<file path="src/rtl/decomp1_seq.sv">
// Job sequencer for decompress1: streams 32 message bytes into the decompressor
// and drains its 128 coefficient pairs into the polynomial RAM.
module decomp1_seq #(
   parameter int MSG_BYTES = 32,
   parameter int PAIRS     = 128,
   parameter int TIMEOUT   = 1023
) (
   input  logic        clk,
   input  logic        reset,
   input  logic        set,
   input  logic        start,
   output logic        msg_rd,
   output logic [4:0]  msg_addr,
   input  logic [7:0]  msg_data,
   output logic        d_readin,
   input  logic        d_readin_ok,
   output logic [7:0]  d_din,
   output logic [7:0]  d_in_index,
   output logic        d_full_in,
   output logic        d_readout,
   input  logic        d_readout_ok,
   input  logic [15:0] d_dout_1,
   input  logic [15:0] d_dout_2,
   input  logic [7:0]  d_out_index,
   input  logic        d_done,
   input  logic        poly_ready,
   output logic        poly_we,
   output logic [6:0]  poly_addr,
   output logic [31:0] poly_wdata,
   output logic        busy,
   output logic        done,
   output logic        err
);

   typedef enum logic [2:0] {S_IDLE, S_FETCH, S_PRESENT, S_DRAIN, S_FINISH} state_t;

   state_t      r_state, w_state_next;
   logic [7:0]  r_byte_cnt, r_pair_cnt, r_hold;
   logic [9:0]  r_stall, w_stall_inc;
   logic        r_fetch_wait, r_done_seen, r_err, r_we;
   logic [6:0]  r_addr;
   logic [31:0] r_wdata;
   logic        w_run, w_in_xfer, w_out_xfer, w_order_bad;
   logic        w_stall_cnt_en, w_timeout, w_last_byte, w_drained;

   assign w_run          = set && ((r_state == S_FETCH) || (r_state == S_PRESENT) || (r_state == S_DRAIN));
   assign w_in_xfer      = d_readin && d_readin_ok;
   assign w_out_xfer     = d_readout && d_readout_ok;
   assign w_order_bad    = w_out_xfer && (d_out_index != r_pair_cnt);
   assign w_stall_cnt_en = (r_state == S_PRESENT) || (r_state == S_DRAIN);
   assign w_stall_inc    = r_stall + 10'd1;
   // Fire one cycle early so the FINISH cycle is the TIMEOUT-th cycle after the last transfer
   assign w_timeout      = w_stall_cnt_en && !w_in_xfer && !w_out_xfer && (w_stall_inc == 10'(TIMEOUT - 1));
   assign w_last_byte    = (r_byte_cnt == 8'(MSG_BYTES - 1));
   assign w_drained      = (r_pair_cnt == 8'(PAIRS)) && (r_done_seen || d_done);

   always_ff @(posedge clk) begin
      if (reset) begin
         r_state <= S_IDLE;
      end else if (set) begin
         r_state <= w_state_next;
      end
   end

   always_comb begin
      w_state_next = r_state;
      case (r_state)
         S_IDLE:    if (start) w_state_next = S_FETCH;
         S_FETCH: begin
            if (w_order_bad)       w_state_next = S_FINISH;
            else if (r_fetch_wait) w_state_next = S_PRESENT;
         end
         S_PRESENT: begin
            if (w_order_bad || w_timeout) w_state_next = S_FINISH;
            else if (w_in_xfer)           w_state_next = w_last_byte ? S_DRAIN : S_FETCH;
         end
         S_DRAIN:   if (w_order_bad || w_timeout || w_drained) w_state_next = S_FINISH;
         S_FINISH:  w_state_next = S_IDLE;
         default:   w_state_next = S_IDLE;
      endcase
   end

   // Strobes are qualified by set so a frozen job presents nothing to its peers
   always_comb begin
      msg_rd    = 1'b0;
      d_readin  = 1'b0;
      d_full_in = 1'b0;
      d_readout = 1'b0;
      busy      = 1'b0;
      done      = 1'b0;
      case (r_state)
         S_FETCH: begin
            msg_rd    = set && !r_fetch_wait;
            d_readout = set && poly_ready;
            busy      = 1'b1;
         end
         S_PRESENT: begin
            d_readin  = set;
            d_full_in = set && w_last_byte;
            d_readout = set && poly_ready;
            busy      = 1'b1;
         end
         S_DRAIN: begin
            d_readout = set && poly_ready;
            busy      = 1'b1;
         end
         S_FINISH: done = set;
         default: ;
      endcase
   end

   assign msg_addr   = r_byte_cnt[4:0];
   assign d_din      = r_hold;
   assign d_in_index = r_byte_cnt;
   assign poly_we    = set && r_we;
   assign poly_addr  = r_addr;
   assign poly_wdata = r_wdata;
   assign err        = r_err;

   always_ff @(posedge clk) begin
      if (reset) begin
         r_byte_cnt   <= '0;
         r_pair_cnt   <= '0;
         r_hold       <= '0;
         r_stall      <= '0;
         r_fetch_wait <= 1'b0;
         r_done_seen  <= 1'b0;
         r_err        <= 1'b0;
         r_we         <= 1'b0;
         r_addr       <= '0;
         r_wdata      <= '0;
      end else if (set) begin
         r_we <= 1'b0;
         if (r_state == S_IDLE && start) begin
            r_byte_cnt   <= '0;
            r_pair_cnt   <= '0;
            r_stall      <= '0;
            r_fetch_wait <= 1'b0;
            r_done_seen  <= 1'b0;
            r_err        <= 1'b0;
         end
         // Second FETCH cycle: the message RAM output is valid now
         if (r_state == S_FETCH) begin
            r_fetch_wait <= !r_fetch_wait;
            if (r_fetch_wait) r_hold <= msg_data;
         end
         if (w_in_xfer) r_byte_cnt <= r_byte_cnt + 8'd1;
         if (w_out_xfer && !w_order_bad) begin
            r_we       <= 1'b1;
            r_addr     <= r_pair_cnt[6:0];
            r_wdata    <= {d_dout_2, d_dout_1};
            r_pair_cnt <= r_pair_cnt + 8'd1;
         end
         if (w_in_xfer || w_out_xfer) r_stall <= '0;
         else if (w_stall_cnt_en)     r_stall <= w_stall_inc;
         if (w_run && d_done) r_done_seen <= 1'b1;
         if (w_order_bad || w_timeout) r_err <= 1'b1;
      end
   end

endmodule

</file>
<file path="config.mk">
export PLATFORM = sky130hd
export DESIGN_NAME = decomp1_seq
export DESIGN_NICKNAME = d
export VERILOG_FILES = /design/src/rtl/decomp1_seq.sv
export SDC_FILE = /design/constraint.sdc
export NUM_CORES = 1
export LEC_CHECK = 0
export ABC_AREA = 1
export BUFFER_PORTS_ARGS = -buffer_cell sky130_fd_sc_hd__buf_2
export CAP_MARGIN = 20
export CORE_MARGIN = 2
export CORE_UTILIZATION = 45
export DETAILED_ROUTE_END_ITERATION = 8
export PLACE_DENSITY_LB_ADDON = 0.08
export REMOVE_ABC_BUFFERS = 1
export SETUP_SLACK_MARGIN = 0.1
export SYNTH_ARGS = -nofsm -noshare
export SYNTH_HDL_FRONTEND = slang
export SYNTH_SLANG_ARGS = --single-unit
</file>
<file path="constraint.sdc">
create_clock -name clk -period 5.3 [get_ports clk]
set_clock_uncertainty 0.05 [all_clocks]
set_input_delay 0.53 -clock clk [delete_from_list [all_inputs] [get_ports clk]]
set_output_delay 0.53 -clock clk [all_outputs]
set_load 0.02 [all_outputs]
</file>
==> run metrics <==
Hold Path Class in -> reg; TritonCTS clock tree yes; R2R Path Start r_pair_cnt[5]$_SDFFE_PP0P_; Critical Path RT 4.72 ns; total CTS buffers 9; wire per inst 12.0 um; sequential share of the synthesized area 0.434; Overall Power 1.11 mW; first-pass GRT wire length 14,100 um; DIE HEIGHT 94.5 um; Core Region 8090 um2; # H-tree levels 3; Final HPWL DP 6170 um; Post-Syn Area 3690 um2; fin worst setup slack 2.75 ns; Worst-path clk slew 0.08 ns; period utilization 0.480; Routed WL 8690 um; Vias 3,582; DRC errors left 0; leak pwr 2.20 nW; grt ovf 0; critical path capture point type primary output; Netlist cell types 37; fin crit period 2.55 ns; Cells after Synth 507; setup TNS 0 ns; n_diodes 0; clock sinks 80; Final Non-Filler Cells 727; status complete, no violations; worst slew pin tran 0.512 ns; port buffer count 123; CTS Hold Buffers Added 0; P per Cell Area 246 nW/um2; Final ANT Viol Nets 0; Rel. slew slack 0.658; commonest non-fill, non-tap cell in the layout buf_2; Initial DRC Count 131; r2r endpoint poly_wdata[22]$_SDFFE_PP0P_; Yosys reg bits 80; IO Pins 124; Site Rows 33; GRT Total Usage 0.197; pin count of the biggest net entering global routing 51; crit path max fanout 5; Arr. time, crit path 1.97 ns; number of fill cells 815; vias in the first global route 3,151; Hold Crit Start d_dout_2[12]; fmax 393 MHz; Area Growth Syn to Fin 22.5%; Root Buffer clkbuf_8; clock latency on the worst-skew pair 0.34 ns; Hold EP poly_wdata[28]$_SDFFE_PP0P_; Hold Fails Final Rpt 0; share of layout cells above drive strength 1 0.272; initial antenna violation count 0; setup bufs post-CTS 0; Synth warnings 0; clk buf depth 2; Total Nets Final 680; WS Path Type reg -> out; Initial Utilization 0.455; Setup WS pre-CTS 2.64 ns; RSZ-0062 raised after global routing no; Mapped Avg Cell Area 7.27 um2; Die Wd 94.5 um; die area 8930 um2; reg2reg setup slack 2.87 ns; drt first pass iters 4; WHS Path Cells 3; most frequent cells in the layout 123 x buf_2, 112 x nor2_1, 80 x dfxtp_1; gp weighted congestion 0.857; final setup violation count 0; CP startpoint kind flop; Post-CTS Resized 0; VDD IR-drop max 0.145 mV; MaxCap Viol Count 0; r2r worst-path depth 10; via/cell ratio 4.93; Placed Instances 713; Max Slew Vio Count 0
-- Yosys cell counts, drive strengths merged --
master,instances,area share
a31o,1,0.0024
or2,1,0.0017
inv,40,0.041
nor4,2,0.0034
nand3,22,0.034
nor3,11,0.016
nand3b,1,0.0020
xor2,2,0.0048
buf,13,0.022
nand4,6,0.014
dfxtp,80,0.43
a21oi,27,0.037
nand2,81,0.090
a211oi,9,0.018
and2,1,0.0017
a31oi,6,0.010
o21a,1,0.0020
ha,5,0.017
nor3b,1,0.0034
nor2,120,0.14
o21ai,57,0.077
xnor2,6,0.014
clkbuf,13,0.014
clkinv,1,0.0010
-- through the flow --
step | hold WS, ns | util | instance area [um2]
after floorplan | 0.385 | - | 3550
after global placement | 0.400 | 0.535 | 4330
after detailed placement | 0.402 | 0.538 | 4350
after CTS | 0.346 | 0.558 | 4510
after global routing | 0.364 | 0.558 | 4510
final | 0.357 | 0.558 | 4510
-- registers in the layout, indices dropped and copies added, names as in the netlist --
register / flops
d_din: 8
d_in_index: 8
err: 1
poly_addr: 7
poly_wdata: 32
r_done_seen: 1
r_fetch_wait: 1
r_pair_cnt: 8
r_stall: 10
r_state: 3
r_we: 1
-- how the worst max path moves through the flow --
stage | end | depth (start not counted) | from
floorplan | r_pair_cnt[3]$_SDFFE_PP0P_ | 10 | d_out_index[5]
global placement | r_pair_cnt[5]$_SDFFE_PP0P_ | 12 | d_out_index[6]
detailed placement | poly_wdata[22]$_SDFFE_PP0P_ | 11 | d_out_index[5]
CTS | d_full_in | 7 | d_in_index[0]$_SDFFE_PP0P_
global route | d_full_in | 7 | d_in_index[0]$_SDFFE_PP0P_
finish | d_full_in | 7 | d_in_index[0]$_SDFFE_PP0P_
-- per-layer routing --
layer	vias up	wire, um	share of wire	global-route usage
met4	0	148	0.017	0.0676
met2	98	3980	0.46	0.317
met5	-	0	0	0
li1	1868	-	-	-
met1	1603	4030	0.46	0.262
met3	13	528	0.061	0.0447
-- layout make-up --
cell class	count	area, um2	area share
Sequential cell	80	1600	0.355
Clock buffer	10	138	0.0305
Clock inverter	4	22.5	0.00499
Inverter	41	156	0.0346
Timing Repair Buffer	127	666	0.147
Tap cell	105	131	0.0291
Multi-Input combinational cell	360	1800	0.399
-- critical path, cell delays in order, from the launching register on --
cell and delay (ns):
dfxtp_1 0.41, ha_1 0.19, nand2_1 0.07, nor2_1 0.16, inv_1 0.06, nor4_1 0.37, and2_1 0.20, buf_2 0.16
-- power breakdown --
| group | total [mW] | switching (mW) | internal [mW] |
|---|---|---|---|
| combinational | 0.105 | 0.0652 | 0.0394 |
| clock | 0.387 | 0.211 | 0.175 |
| sequential | 0.618 | 0.00848 | 0.609 |
| total | 1.11 | 0.285 | 0.824 |
-- cell families after synthesis --
logic type / synth area share
AO/OA/AOI/OAI: 0.147
XOR/XNOR: 0.0190
adder cells (fa/ha/maj): 0.0170
buffers and inverters: 0.0788
flip-flops: 0.434
AND/OR/NAND/NOR: 0.304
(Power assumes the default switching activity.)
